--- src/rtl/regbnk_ctrl_if.sv ---
// Command/response bundle between the datapath decoder and regbnk_ctrl.
// The decoder (master) issues one command at a time over a valid/ready
// handshake. The controller (slave) returns one response per command over
// a second valid/ready handshake.
interface regbnk_ctrl_if #(
  parameter int DW = 16,
  parameter int AW = 4
) ();

  // Command channel
  logic          cmd_valid;
  logic          cmd_ready;
  logic [2:0]    cmd_op;
  logic [AW-1:0] cmd_addr;
  logic [AW-1:0] cmd_addr2;
  logic [DW-1:0] cmd_wdata;

  // Response channel
  logic          resp_valid;
  logic          resp_ready;
  logic [DW-1:0] resp_data;
  logic          resp_ovf;
  logic          resp_err;

  // Requester side: drives commands and consumes responses.
  modport master (
    output cmd_valid, cmd_op, cmd_addr, cmd_addr2, cmd_wdata, resp_ready,
    input  cmd_ready, resp_valid, resp_data, resp_ovf, resp_err
  );

  // Controller side: accepts commands and produces responses.
  modport slave (
    input  cmd_valid, cmd_op, cmd_addr, cmd_addr2, cmd_wdata, resp_ready,
    output cmd_ready, resp_valid, resp_data, resp_ovf, resp_err
  );

endinterface

--- src/rtl/regbnk_ctrl.sv ---
// regbnk_ctrl: command-driven initiator for a 16 x 16-bit single-port
// register bank. Only one command is in flight at a time. Every output is
// driven straight from a flop. Each flop is loaded on the edge that enters
// a state, so a state's pin values are already present during the whole of
// that state's cycle.
//
// Operations:
//   READ   - read one register
//   WRITE  - write one register
//   ADD    - read-modify-write add, with carry-out reported in resp_ovf
//   COPY   - copy one register to another
//   CLEAR  - one-cycle synchronous clear pulse to the whole bank
//
// Any other opcode is answered at once with resp_err set. The bank port is
// never touched for an illegal opcode.
module regbnk_ctrl #(
  parameter int DW = 16,
  parameter int AW = 4
) (
  input  logic          clk,
  input  logic          rst_n,
  regbnk_ctrl_if.slave  bus,
  output logic          bank_cs,
  output logic          bank_rw,
  output logic [AW-1:0] bank_addr,
  output logic [DW-1:0] bank_datin,
  input  logic [DW-1:0] bank_datout,
  output logic          bank_rst
);

  // Opcodes
  localparam logic [2:0] OP_READ  = 3'b000;
  localparam logic [2:0] OP_WRITE = 3'b001;
  localparam logic [2:0] OP_ADD   = 3'b010;
  localparam logic [2:0] OP_COPY  = 3'b011;
  localparam logic [2:0] OP_CLEAR = 3'b100;

  // FSM states
  localparam logic [2:0] ST_IDLE     = 3'd0;
  localparam logic [2:0] ST_RD_ISSUE = 3'd1;
  localparam logic [2:0] ST_RD_WAIT  = 3'd2;
  localparam logic [2:0] ST_WR_ISSUE = 3'd3;
  localparam logic [2:0] ST_CLR      = 3'd4;
  localparam logic [2:0] ST_RESP     = 3'd5;

  // Sum and carry-out for ADD. The result is one bit wider than the data,
  // so the top bit is the carry and the low DW bits wrap modulo 2^DW.
  function automatic logic [DW:0] add_carry(input logic [DW-1:0] a,
                                            input logic [DW-1:0] b);
    add_carry = {1'b0, a} + {1'b0, b};
  endfunction

  // FSM state
  logic [2:0]    state_q, state_d;

  // Command fields latched on accept
  logic [2:0]    op_q, op_d;
  logic [AW-1:0] addr_q, addr_d;
  logic [AW-1:0] addr2_q, addr2_d;
  logic [DW-1:0] wdata_q, wdata_d;

  // Command and response channel outputs
  logic          cmd_ready_q, cmd_ready_d;
  logic          resp_valid_q, resp_valid_d;
  logic [DW-1:0] resp_data_q, resp_data_d;
  logic          resp_ovf_q, resp_ovf_d;
  logic          resp_err_q, resp_err_d;

  // Bank port outputs
  logic          bank_cs_q, bank_cs_d;
  logic          bank_rw_q, bank_rw_d;
  logic [AW-1:0] bank_addr_q, bank_addr_d;
  logic [DW-1:0] bank_datin_q, bank_datin_d;
  logic          bank_rst_q, bank_rst_d;

  // Read data plus the addend, valid while in RD_WAIT
  logic [DW:0]   sum_s;

  // Next-state and next-output logic. Every register holds its value unless
  // a transition below changes it.
  always_comb begin
    state_d      = state_q;
    op_d         = op_q;
    addr_d       = addr_q;
    addr2_d      = addr2_q;
    wdata_d      = wdata_q;
    cmd_ready_d  = cmd_ready_q;
    resp_valid_d = resp_valid_q;
    resp_data_d  = resp_data_q;
    resp_ovf_d   = resp_ovf_q;
    resp_err_d   = resp_err_q;
    bank_cs_d    = bank_cs_q;
    bank_rw_d    = bank_rw_q;
    bank_addr_d  = bank_addr_q;
    bank_datin_d = bank_datin_q;
    bank_rst_d   = bank_rst_q;
    sum_s        = add_carry(bank_datout, wdata_q);

    case (state_q)
      ST_IDLE: begin
        if (bus.cmd_valid && cmd_ready_q) begin
          op_d        = bus.cmd_op;
          addr_d      = bus.cmd_addr;
          addr2_d     = bus.cmd_addr2;
          wdata_d     = bus.cmd_wdata;
          resp_ovf_d  = 1'b0;
          resp_err_d  = 1'b0;
          cmd_ready_d = 1'b0;
          case (bus.cmd_op)
            OP_READ, OP_ADD, OP_COPY: begin
              // Every read-based command starts with a read of the source register.
              state_d     = ST_RD_ISSUE;
              bank_cs_d   = 1'b1;
              bank_rw_d   = 1'b1;
              bank_addr_d = bus.cmd_addr;
            end
            OP_WRITE: begin
              // The write data is known now, so the response value is set here too.
              state_d      = ST_WR_ISSUE;
              bank_cs_d    = 1'b1;
              bank_rw_d    = 1'b0;
              bank_addr_d  = bus.cmd_addr;
              bank_datin_d = bus.cmd_wdata;
              resp_data_d  = bus.cmd_wdata;
            end
            OP_CLEAR: begin
              state_d     = ST_CLR;
              bank_rst_d  = 1'b1;
              resp_data_d = {DW{1'b0}};
            end
            default: begin
              // Illegal opcode: respond straight away and leave the bank alone.
              state_d      = ST_RESP;
              resp_err_d   = 1'b1;
              resp_data_d  = {DW{1'b0}};
              resp_valid_d = 1'b1;
            end
          endcase
        end else begin
          state_d = ST_IDLE;
        end
      end

      ST_RD_ISSUE: begin
        // The bank captures the read on this edge. Its data is valid next cycle.
        state_d   = ST_RD_WAIT;
        bank_cs_d = 1'b0;
        bank_rw_d = 1'b1;
      end

      ST_RD_WAIT: begin
        case (op_q)
          OP_ADD: begin
            state_d      = ST_WR_ISSUE;
            resp_ovf_d   = sum_s[DW];
            resp_data_d  = sum_s[DW-1:0];
            bank_datin_d = sum_s[DW-1:0];
            bank_addr_d  = addr_q;
            bank_cs_d    = 1'b1;
            bank_rw_d    = 1'b0;
          end
          OP_COPY: begin
            // The destination may equal the source. That register then rewrites its own value.
            state_d      = ST_WR_ISSUE;
            resp_data_d  = bank_datout;
            bank_datin_d = bank_datout;
            bank_addr_d  = addr2_q;
            bank_cs_d    = 1'b1;
            bank_rw_d    = 1'b0;
          end
          default: begin
            state_d      = ST_RESP;
            resp_data_d  = bank_datout;
            resp_valid_d = 1'b1;
          end
        endcase
      end

      ST_WR_ISSUE: begin
        // The bank commits the write on this edge. The response is offered from here on.
        state_d      = ST_RESP;
        bank_cs_d    = 1'b0;
        bank_rw_d    = 1'b1;
        resp_valid_d = 1'b1;
      end

      ST_CLR: begin
        state_d      = ST_RESP;
        bank_rst_d   = 1'b0;
        resp_valid_d = 1'b1;
      end

      ST_RESP: begin
        if (bus.resp_ready) begin
          state_d      = ST_IDLE;
          resp_valid_d = 1'b0;
          cmd_ready_d  = 1'b1;
        end else begin
          resp_valid_d = 1'b1;
        end
      end

      default: begin
        // Unreachable encoding: go back to a safe idle state with the bank released.
        state_d      = ST_IDLE;
        cmd_ready_d  = 1'b1;
        resp_valid_d = 1'b0;
        bank_cs_d    = 1'b0;
        bank_rw_d    = 1'b1;
        bank_rst_d   = 1'b0;
      end
    endcase
  end

  // State and output registers. Reset clears bank_cs at once, so a write already in progress is dropped.
  always_ff @(posedge clk or negedge rst_n) begin
    if (!rst_n) begin
      state_q      <= ST_IDLE;
      op_q         <= 3'b000;
      addr_q       <= {AW{1'b0}};
      addr2_q      <= {AW{1'b0}};
      wdata_q      <= {DW{1'b0}};
      cmd_ready_q  <= 1'b1;
      resp_valid_q <= 1'b0;
      resp_data_q  <= {DW{1'b0}};
      resp_ovf_q   <= 1'b0;
      resp_err_q   <= 1'b0;
      bank_cs_q    <= 1'b0;
      bank_rw_q    <= 1'b1;
      bank_addr_q  <= {AW{1'b0}};
      bank_datin_q <= {DW{1'b0}};
      bank_rst_q   <= 1'b0;
    end else begin
      state_q      <= state_d;
      op_q         <= op_d;
      addr_q       <= addr_d;
      addr2_q      <= addr2_d;
      wdata_q      <= wdata_d;
      cmd_ready_q  <= cmd_ready_d;
      resp_valid_q <= resp_valid_d;
      resp_data_q  <= resp_data_d;
      resp_ovf_q   <= resp_ovf_d;
      resp_err_q   <= resp_err_d;
      bank_cs_q    <= bank_cs_d;
      bank_rw_q    <= bank_rw_d;
      bank_addr_q  <= bank_addr_d;
      bank_datin_q <= bank_datin_d;
      bank_rst_q   <= bank_rst_d;
    end
  end

  assign bus.cmd_ready  = cmd_ready_q;
  assign bus.resp_valid = resp_valid_q;
  assign bus.resp_data  = resp_data_q;
  assign bus.resp_ovf   = resp_ovf_q;
  assign bus.resp_err   = resp_err_q;
  assign bank_cs        = bank_cs_q;
  assign bank_rw        = bank_rw_q;
  assign bank_addr      = bank_addr_q;
  assign bank_datin     = bank_datin_q;
  assign bank_rst       = bank_rst_q;

endmodule

--- src/flat_wrapper.sv ---
// flat-port wrapper written by rule: the top's interface ports become plain ports
module regbnk_ctrl_flat 
#(
  parameter int DW = 16,
  parameter int AW = 4
)
  (clk, rst_n, bank_cs, bank_rw, bank_addr, bank_datin, bank_datout, bank_rst, bus_cmd_valid, bus_cmd_op, bus_cmd_addr, bus_cmd_addr2, bus_cmd_wdata, bus_resp_ready, bus_cmd_ready, bus_resp_valid, bus_resp_data, bus_resp_ovf, bus_resp_err);
  regbnk_ctrl_if #(.DW(DW), .AW(AW)) bus_i ();
  input  logic clk;
  input  logic rst_n;
  output logic bank_cs;
  output logic bank_rw;
  output logic [AW-1:0] bank_addr;
  output logic [DW-1:0] bank_datin;
  input  logic [DW-1:0] bank_datout;
  output logic bank_rst;
  input wire logic [$bits(bus_i.cmd_valid)-1:0] bus_cmd_valid;
  input wire logic [$bits(bus_i.cmd_op)-1:0] bus_cmd_op;
  input wire logic [$bits(bus_i.cmd_addr)-1:0] bus_cmd_addr;
  input wire logic [$bits(bus_i.cmd_addr2)-1:0] bus_cmd_addr2;
  input wire logic [$bits(bus_i.cmd_wdata)-1:0] bus_cmd_wdata;
  input wire logic [$bits(bus_i.resp_ready)-1:0] bus_resp_ready;
  output wire logic [$bits(bus_i.cmd_ready)-1:0] bus_cmd_ready;
  output wire logic [$bits(bus_i.resp_valid)-1:0] bus_resp_valid;
  output wire logic [$bits(bus_i.resp_data)-1:0] bus_resp_data;
  output wire logic [$bits(bus_i.resp_ovf)-1:0] bus_resp_ovf;
  output wire logic [$bits(bus_i.resp_err)-1:0] bus_resp_err;
  assign bus_i.cmd_valid = bus_cmd_valid;
  assign bus_i.cmd_op = bus_cmd_op;
  assign bus_i.cmd_addr = bus_cmd_addr;
  assign bus_i.cmd_addr2 = bus_cmd_addr2;
  assign bus_i.cmd_wdata = bus_cmd_wdata;
  assign bus_i.resp_ready = bus_resp_ready;
  assign bus_cmd_ready = bus_i.cmd_ready;
  assign bus_resp_valid = bus_i.resp_valid;
  assign bus_resp_data = bus_i.resp_data;
  assign bus_resp_ovf = bus_i.resp_ovf;
  assign bus_resp_err = bus_i.resp_err;
  regbnk_ctrl #(.DW(DW), .AW(AW)) u_core (.clk(clk), .rst_n(rst_n), .bus(bus_i), .bank_cs(bank_cs), .bank_rw(bank_rw), .bank_addr(bank_addr), .bank_datin(bank_datin), .bank_datout(bank_datout), .bank_rst(bank_rst));
endmodule
--- config.mk ---
export PLATFORM = sky130hd
export DESIGN_NAME = regbnk_ctrl_flat
export DESIGN_NICKNAME = d
export VERILOG_FILES = /design/src/rtl/regbnk_ctrl_if.sv /design/src/rtl/regbnk_ctrl.sv /design/src/flat_wrapper.sv
export SDC_FILE = /design/constraint.sdc
export NUM_CORES = 1
export LEC_CHECK = 0
export ABC_CLOCK_PERIOD_IN_PS = 2650
export BUFFER_PORTS_ARGS = -buffer_cell sky130_fd_sc_hd__buf_2
export CORE_MARGIN = 2
export CORE_UTILIZATION = 40
export CTS_BUF_LIST = sky130_fd_sc_hd__clkbuf_16
export CTS_CLUSTER_SIZE = 14
export DETAILED_ROUTE_END_ITERATION = 10
export PLACE_DENSITY = 0.71
export REMOVE_ABC_BUFFERS = 1
export SLEW_MARGIN = 25
export SYNTH_ARGS = -nofsm -noshare
export SYNTH_HDL_FRONTEND = slang
export SYNTH_SLANG_ARGS = --single-unit
--- constraint.sdc ---
create_clock -name clk -period 2.65 [get_ports clk]
set_input_delay 0.53 -clock clk [delete_from_list [all_inputs] [get_ports clk]]
set_output_delay 0.53 -clock clk [all_outputs]
set_load 0.05 [all_outputs]
==> results of run 1 <==
-- cell usage in the layout, fill, tap and decap left out, drive strengths merged, types with 9 or more instances in the layout --
cell and n:
clkbuf 9, a21oi 47, ha 16, inv 12, nor2 34, nand3 11
buf 109, o21ai 44, dfrtp 71, mux2 25, nand2 73
-- cell type report --
cell class | instances | share of cell area
well taps | 136 | 0.0331
flip-flops and latches | 73 | 0.356
clock buffers | 9 | 0.0439
clock inverters | 7 | 0.0134
repair buffers | 109 | 0.118
multi-input cells | 342 | 0.427
inverters | 11 | 0.00804
-- registers in the layout (all words and copies together) (netlist names) --
name	count
u_core.bank_rst	1
u_core.bus.resp_err	1
u_core.state_q	3
u_core.addr2_q	4
u_core.op_q	3
u_core.bus.resp_ovf	1
u_core.bus.resp_data	16
u_core.addr_q	4
u_core.bus.resp_valid	1
u_core.wdata_q	16
u_core.bank_addr	4
u_core.bank_rw	1
u_core.bus.cmd_ready	1
u_core.bank_datin	16
u_core.bank_cs	1
-- kinds of logic (layout without fill, tap and decap cells) --
| logic type | after synthesis | count (layout) | synth area share |
|---|---|---|---|
| AO/OA/AOI/OAI | 146 | 146 | 0.221 |
| XOR/XNOR | 11 | 11 | 0.0231 |
| adder cells (fa/ha/maj) | 17 | 17 | 0.0527 |
| buffers and inverters | 32 | 136 | 0.0377 |
| flip-flops | 73 | 73 | 0.438 |
| multiplexers | 28 | 28 | 0.0746 |
| AND/OR/NAND/NOR | 140 | 140 | 0.153 |
-- critical path: stages (launching register included) --
cell and delay (ns):
dfrtp_1 0.37, ha_1 0.21, fa_1 0.42, a21oi_1 0.24, o21ai_2 0.13, o21ai_2 0.17
nand2_1 0.10, xor2_1 0.17, a222oi_1 0.30, o21ai_1 0.10
-- power by group --
part / leakage, uW / internal, uW / total, uW / switching (uW)
clock network: 0.000142 / 726 / 1210 / 484
logic: 0.00138 / 1190 / 3680 / 2490
registers: 0.000911 / 1650 / 2000 / 345
total: 0.00243 / 3560 / 6890 / 3320
-- worst paths after layout --
kind / endpoint / slack, ns / cells after the start
worst min-delay path: u_core.state_q[0] / 0.19 / 2
worst max-delay path: u_core.bus.resp_data[10] / 0.29 / 9
worst max register to register: u_core.bus.resp_data[10] / 0.29 / 9
worst min register to register: u_core.bank_rw / 0.47 / 2
max in group asynchronous: u_core.bus.cmd_ready / 2.09 / 2
min in group clk: u_core.addr2_q[0] / 0.42 / 2
-- per-layer routing --
| layer | global-route usage | vias up |
|---|---|---|
| met5 | 0 | - |
| met2 | 0.341 | 135 |
| met1 | 0.282 | 1904 |
| li1 | - | 1825 |
| met4 | 0.0959 | 0 |
| met3 | 0.0362 | 17 |
-- metrics by stage --
step	cells	power (uW)	instance area (um2)
final	687	6890	5130
after CTS	687	6900	5130
after detailed placement	671	5660	4840
after global routing	687	7350	5130
after floorplan	426	4710	4060
after global placement	671	5560	4840
==> reports/metrics.cfg, run 1 <==
[status]
status = finished, final reports clean

[synthesis]
synth_area_leaders = dfrtp_1, mux2_2, nand2_1, a21oi_1, ha_1
syn-cell-area_um2 = 4180
ys_ff_latch = 73
synthFlopType = dfrtp_1
avgSynthCellArea_um2 = 9.35
yosys.cell_types.count = 55
async_reset_ff_frac = 1.00
yosys.area.top_type_share = 0.425
synthTopCellsByCount = dfrtp_1, nand2_1, a21oi_1, o21ai_0, nor2_1
ys_warn_count = 0
synth_edf_count = 0
ys_seq_area_frac = 0.438
yosys.area.top_type = dfrtp_1
syn_inst = 447

[setup_path]
critPathCaptureType = flop
required_ns = 2.86
startpoint_type = flop
timing.critical_path.from = u_core.wdata_q[0]
cp_max_fo = 3
crit_type = flop to flop
cp.arrival_ns = 2.56
r2r-start = u_core.wdata_q[0]

[floorplan]
die_h_um = 106
die_w_um = 106
coreArea_um2 = 10200
pin_count = 90
die-area_um2 = 11300
initial_core_util = 0.408
row_count = 37

[cts]
ctsHtreeMaxLevel = 3
cts_max_path_buffers = 2
cts_root_buf = clkbuf_16
postCtsSetupBuffers = 0
postCtsHoldBufs = 0
clkLatencyLatePin_ns = 0.34
post_cts_resized = 0
cts_num_sinks = 73
cts_tree = built
clkTransAtPathRegs_ns = 0.06
cts_made_buffers = 9

[sta]
period_needed_ns = 2.36
finClkSkew_ns = 0.00926
maxSlewViolCount = 0
rsz0062_at_grt = no
relSlewSlack = 0.672
worst_slack_ns = 0.294
final-hold-violation-count = 0
hold_slack_ns = 0.192
finalSetupViolations = 0
finalCritPeriodShare = 0.889
max_freq_mhz = 424
worst-slew-pin-transition_ns = 0.490
tns_ns = 0

[final_layout]
ff_latch_area_um2 = 1830
num_antenna_cells = 0
fill_cells = 959
post-route-util = 0.502
syn_to_final_growth_pct = 22.9
multi_input_area_um2 = 2190
drive_above_1_share = 0.307
final_nets = 610

[power]
p_leak_uw = 0.00243
power_density_nw_per_um2 = 1340
vdd_ir_drop_max_mv = 0.471

[job]
cap_violations = 0

[grt]
antenna_found_initial = 0
track_usage = 0.213
grt_pass1_vias = 3898
grt_max_degree = 74
grt_overflow = 0
grt_pass1_wl_um = 18900

[route]
wl_met2_um = 5560
wl_met1_um = 5080
wl_met3_um = 657
drt_first_pass_iters = 6
first_iter_violations = 321
drcViolationCount = 0
drtAntennaViolNets = 0
vias_per_cell = 5.65
wl_per_cell_um = 16.8
maxUsedRoutingLayer = met4
finalWirelength_um = 11500
dr_total_vias = 3881

[placement]
place_hpwl_um = 8070
gp_congestion = 0.906
io_buffers = 89
dp_slack_ns = 0.0118

[min_path]
hold_path.class = input port to async pin

(Power assumes the default switching activity.)
==> inputs of run 2 (changes only) <==
CORE_UTILIZATION = 55   (was 40)
HOLD_SLACK_MARGIN = 0.06   (was not set)
PLACE_DENSITY = 0.89   (was 0.71)
==> run 2 against run 1 <==
Compared with the run above: via count increased by 2.7%; cell count decreased by 5.8%; clock power decreased by 11%; first-iteration DRC count decreased by 6.2%; design area decreased by 1.9%; critical path depth unchanged; total power decreased by 1.1%; largest cell class unchanged.
==> reports/metrics.cfg, run 2 (synthesis gave the netlist of run 1 again) <==
[power]
vdd_ir_drop_max_mv = 0.543  ; +15%
p_int_uw = 3460  ; -3.1%
switching_share = 0.493  ; +0.0101
power.switching_uw = 3360  ; +0.95%
pwr-share-seq = 0.298  ; +0.008
p_leak_uw = 0.00241  ; -1.0%
power_density_nw_per_um2 = 1350  ; +0.85%
clock_power_share = 0.159  ; -0.017
power_uw = 6810  ; -1.1%
combPwrFrac = 0.543  ; +0.008

[sta]
maxSlewViolCount = 0  ; unchanged
worst-slew-pin-transition_ns = 0.476  ; -0.0148 ns
relSlewSlack = 0.682  ; +0.00952
finalSetupViolations = 0  ; unchanged
period_needed_ns = 2.46  ; +0.0998 ns
hold_slack_ns = 0.218  ; +0.0261 ns
finClkSkew_ns = 0.00724  ; -0.00203 ns
final-hold-violation-count = 0  ; unchanged
max_freq_mhz = 407  ; -4.1%
finalCritPeriodShare = 0.927  ; +0.0377
tns_ns = 0  ; unchanged
rsz0062_at_grt = no
worst_slack_ns = 0.194  ; -0.0998 ns

[grt]
grt_pass1_vias = 4022  ; +3.2%
track_usage = 0.290  ; +0.0771
antenna_found_initial = 0  ; unchanged
grt_max_degree = 74  ; unchanged
grt_pass1_wl_um = 19300  ; +2.3%
grt_overflow = 0  ; unchanged

[setup_path]
required_ns = 2.92  ; +0.06 ns
path_buf_inv = 0  ; unchanged
startpoint_type = flop
cp_cell_sequence = ha_1 > fa_1 > a21oi_1 > o21ai_2 > a211oi_2 > xnor2_1 > nand2_1 > a311oi_1 > a21o_1
crit_type = flop to flop
r2r-start = u_core.wdata_q[0]
timing.critical_path.from = u_core.wdata_q[0]
worst_path_largest_cell_delay_ns = 0.44  ; +0.02 ns
cp_max_fo = 3  ; unchanged
critPathCaptureType = flop
cp_top_family = compound AO/OA/AOI/OAI gates
critPathSlowestCell = fa_1
cp.arrival_ns = 2.73  ; +0.17 ns

[cts]
postCtsHoldBufs = 0  ; unchanged
cts_num_sinks = 73  ; unchanged
clkTransAtPathRegs_ns = 0.06  ; about the same
ctsHtreeMaxLevel = 3  ; unchanged
cts_made_buffers = 9  ; unchanged
postCtsSetupBuffers = 0  ; unchanged
cts_root_buf = clkbuf_16
post_cts_resized = 0  ; unchanged
cts_max_path_buffers = 2  ; unchanged
clkLatencyLatePin_ns = 0.33  ; about the same
cts_tree = built

[final_layout]
final_nets = 607  ; -0.49%
drive_above_1_share = 0.297  ; -0.00927
syn_to_final_growth_pct = 20.5
final_common_cell = buf_2
num_antenna_cells = 0  ; unchanged
stdcell_count = 647  ; -5.8%
fill_cells = 580  ; -40%
final_cell_mix = buf_2, nand2_1, dfrtp_1, a21oi_1, o21ai_0

[floorplan]
coreArea_um2 = 7290  ; -29%
die_h_um = 91.2  ; -14%
die_w_um = 91.2  ; -14%
row_count = 31  ; -16%
pin_count = 90  ; unchanged
initial_core_util = 0.573  ; +0.165
die-area_um2 = 8310  ; -26%

[job]
cap_violations = 0  ; unchanged

[placement]
dp_slack_ns = -0.0277  ; -0.0396 ns
gp_congestion = 0.968  ; +6.8%
place_hpwl_um = 7990  ; -1.0%
io_buffers = 89  ; unchanged
place_inst = 631  ; -6.0%

[route]
drtAntennaViolNets = 0  ; unchanged
drcViolationCount = 0  ; unchanged
finalWirelength_um = 11600  ; +0.17%
wl_per_cell_um = 17.9  ; +6.4%
vias_per_cell = 6.16  ; +9.0%
drt_first_pass_iters = 6  ; unchanged
first_iter_violations = 301  ; -6.2%
dr_total_vias = 3985  ; +2.7%

[status]
status = finished, final reports clean

[min_path]
hold_path.class = input port to async pin

-- run 2: cell count changes in the layout (fill, tap and decap cells not counted) --
cell and change:
bufinv_16 -1, clkinv_1 +2, inv_1 +1, clkinv_2 -1, buf_4 -3, clkinvlp_4 -1
-- run 2: area by class of cell --
cell class              count  area, um2  area share
flip-flops and latches     73       1830       0.363
well taps                  99        124      0.0246
clock inverters             7       37.5     0.00746
inverters                  11       41.3     0.00820
clock buffers               9        225      0.0447
multi-input cells         342       2190       0.435
repair buffers            106        586       0.116
-- run 2: final timing paths --
| path | to | slack (ns) | cells past startpoint |
|---|---|---|---|
| max | u_core.bank_datin[6] | 0.19 | 9 |
| min | u_core.bus.resp_data[7] | 0.22 | 2 |
| max reg2reg | u_core.bank_datin[6] | 0.19 | 9 |
| min reg2reg | u_core.bank_datin[1] | 0.47 | 2 |
| max in group asynchronous | u_core.bus.cmd_ready | 2.07 | 2 |
| min in group clk | u_core.addr2_q[1] | 0.42 | 2 |
-- run 2: power by group through the flow --
stage	clock, uW	sequential, uW	combinational [uW]
3_5_place_dp	0	2030	3630
5_1_grt	1150	2100	4000
6_report	1080	2030	3700
4_1_cts	1090	2020	3680
2_1_floorplan	0	3000	1700
3_3_place_gp	0	2000	3520
-- run 2: metrics by stage --
step,cell area (um2),util
after CTS,5030,0.690
after detailed placement,4770,0.654
final,5030,0.690
after global routing,5030,0.690
after floorplan,4060,-
after global placement,4770,0.654
-- run 2: layer usage --
metal,vias to the layer above,global-route usage,part of all wire
met2,207,0.488,0.50
met1,1911,0.365,0.40
met3,35,0.0564,0.072
li1,1832,-,-
met4,0,0.122,0.031
met5,-,0,0
==> inputs of run 3 (changes only) <==
CELL_PAD_IN_SITES_DETAIL_PLACEMENT = 0   (was not set)
CELL_PAD_IN_SITES_GLOBAL_PLACEMENT = 1   (was not set)
CORE_UTILIZATION = 41   (was 55)
PLACE_DENSITY = not set   (was 0.89)
PLACE_DENSITY_LB_ADDON = 0.2   (was not set)
SKIP_LAST_GASP = 1   (was not set)
==> run 3 against run 2 <==
Compared with the run above: routed wire length is 1.0% higher; register-to-register slack better by 0.10 ns; sequential cell count is the same; clock power rose by 7%; worst setup slack better by 0.10 ns; die area increased by 33%; combinational power barely moved; core utilization decreased by 17 points; sequential share of layout area shrank 0.41 points; fmax grew 4.5%; global-route usage decreased by 7.1 points; clock skew up 0.00070 ns; critical path type unchanged; largest power group unchanged.
==> reports/metrics.cfg, run 3 (synthesis gave the netlist of run 1 again) <==
[status]
status = finished, final reports clean

[sta]
period_needed_ns = 2.35  ; -0.105 ns
finalSetupViolations = 0  ; unchanged
rsz0062_at_grt = no
maxSlewViolCount = 0  ; unchanged
tns_ns = 0  ; unchanged
finClkSkew_ns = 0.00794  ; +0.000699 ns
finalCritPeriodShare = 0.887  ; -0.0395
relSlewSlack = 0.541  ; -0.141
worst-slew-pin-transition_ns = 0.689  ; +0.213 ns
final-hold-violation-count = 0  ; unchanged
max_freq_mhz = 425  ; +4.5%

[placement]
gp_congestion = 0.856  ; -12%
place_hpwl_um = 8110  ; +1.5%
place_inst = 666  ; +5.5%
io_buffers = 89  ; unchanged
place_area_um2 = 4810  ; +0.84%

[grt]
grt_pass1_wl_um = 19200  ; -0.86%
grt_max_degree = 74  ; unchanged
grt_pass1_vias = 3624  ; -9.9%
antenna_found_initial = 0  ; unchanged
grt_overflow = 0  ; unchanged
track_usage = 0.219  ; -0.0714

[cts]
cts_max_path_buffers = 2  ; unchanged
cts_num_sinks = 73  ; unchanged
clkLatencyLatePin_ns = 0.33  ; about the same
cts_tree = built
postCtsSetupBuffers = 0  ; unchanged
postCtsHoldBufs = 0  ; unchanged
post_cts_resized = 0  ; unchanged
cts_made_buffers = 9  ; unchanged
cts_root_buf = clkbuf_16
ctsHtreeMaxLevel = 3  ; unchanged
clkTransAtPathRegs_ns = 0.06  ; about the same

[final_layout]
final_common_cell = buf_2
stdcell_count = 681  ; +5.3%
num_antenna_cells = 0  ; unchanged
drive_above_1_share = 0.297  ; unchanged
final_nets = 608  ; +0.16%
syn_to_final_growth_pct = 21.9
final_cell_mix = buf_2, nand2_1, dfrtp_1, a21oi_1, o21ai_0
final_cell_area_um2 = 5090  ; +1.1%
fill_cells = 980  ; +69%

[floorplan]
die_h_um = 105  ; +15%
row_count = 36  ; +16%
pin_count = 90  ; unchanged
die-area_um2 = 11000  ; +33%
die_w_um = 105  ; +15%
coreArea_um2 = 9820  ; +35%
initial_core_util = 0.425  ; -0.147

[power]
pwr-share-seq = 0.291  ; -0.007
p_int_uw = 3550  ; +2.6%
switching_share = 0.479  ; -0.0135
power_density_nw_per_um2 = 1340  ; -1.1%
combPwrFrac = 0.539  ; -0.004
power.switching_uw = 3260  ; -2.7%
vdd_ir_drop_max_mv = 0.521  ; -4.2%
p_leak_uw = 0.00242  ; +0.47%
clock_power_share = 0.171  ; +0.012
power_uw = 6810  ; about the same

[setup_path]
required_ns = 2.84  ; -0.08 ns
cp.arrival_ns = 2.54  ; -0.19 ns
cp-endpoint = u_core.bus.resp_ovf
startpoint_type = flop
r2r-end = u_core.bus.resp_ovf
critPathCaptureType = flop
crit_type = flop to flop
cp_max_fo = 3  ; unchanged
rrSetupSlack_ns = 0.30  ; +0.10 ns
timing.critical_path.from = u_core.wdata_q[0]
reg2reg_depth = 9  ; unchanged
r2r-start = u_core.wdata_q[0]

[route]
drtAntennaViolNets = 0  ; unchanged
vias_per_cell = 5.53  ; -10%
drcViolationCount = 0  ; unchanged
wl_per_cell_um = 17.1  ; -4.0%
drt_first_pass_iters = 5  ; -1
first_iter_violations = 171  ; -43%
dr_total_vias = 3764  ; -5.5%
finalWirelength_um = 11700  ; +1.0%

[job]
cap_violations = 0  ; unchanged

[min_path]
hold_path.class = input port to async pin

run 3: changes by cell type in the layout (fill, tap and decap cells not counted), sizes merged:
cell,change
clkinvlp,-1
bufinv,+1
buf,+1
inv,-1
run 3: per-stage QoR:
| stage | setup WS [ns] | util | hold WS, ns |
|---|---|---|---|
| after global routing | 0.139 | 0.518 | 0.271 |
| final | 0.299 | 0.518 | 0.228 |
| after detailed placement | -0.0207 | 0.490 | 0.461 |
| after global placement | 0.0290 | 0.490 | 0.452 |
| after floorplan | 0.187 | - | 0.234 |
| after CTS | 0.297 | 0.518 | 0.396 |
run 3: routing by layer:
layer  vias to the layer above  wire, um  global-route usage
met5                         -         0                   0
met4                         0       104              0.0476
met3                        10       557              0.0331
met2                       108      5300               0.343
met1                      1827      5720               0.320
li1                       1819         -                   -
run 3: final cells by class:
type | instances | area (um2) | area share
tap | 133 | 166 | 0.0327
sequential | 73 | 1830 | 0.359
inverter | 11 | 41.3 | 0.00811
clock inverter | 6 | 51.3 | 0.0101
multi-input combinational | 342 | 2190 | 0.430
clock buffer | 9 | 225 | 0.0442
timing repair buffer | 107 | 587 | 0.115
run 3: power by group through the flow:
stage	registers (uW)	logic [uW]	clock network, uW
global route	2060	4010	1230
global placement	1970	3620	0
CTS	1980	3680	1190
floorplan	3000	1700	0
detailed placement	1990	3660	0
finish	1980	3670	1160
run 3: worst min-delay path by stage:
stage                    from                       to  slack (ns)  cells after the start
2_1_floorplan           rst_n        u_core.addr2_q[0]        0.23                      0
3_3_place_gp   u_core.op_q[2]           u_core.op_q[2]        0.45                      2
3_5_place_dp   u_core.bank_cs           u_core.bank_cs        0.46                      2
4_1_cts                 rst_n  u_core.bus.resp_data[1]        0.40                      1
5_1_grt                 rst_n  u_core.bus.resp_data[1]        0.27                      1
6_report                rst_n     u_core.bank_datin[3]        0.23                      1
run 3: critical path: stages, from the launching register on:
cell and delay (ns):
dfrtp_1 0.37, ha_1 0.21, fa_1 0.42, a21oi_1 0.25, o21ai_2 0.14, o21ai_2 0.18, buf_4 0.14, a211oi_2 0.07
a311oi_1 0.31, o21ai_0 0.11
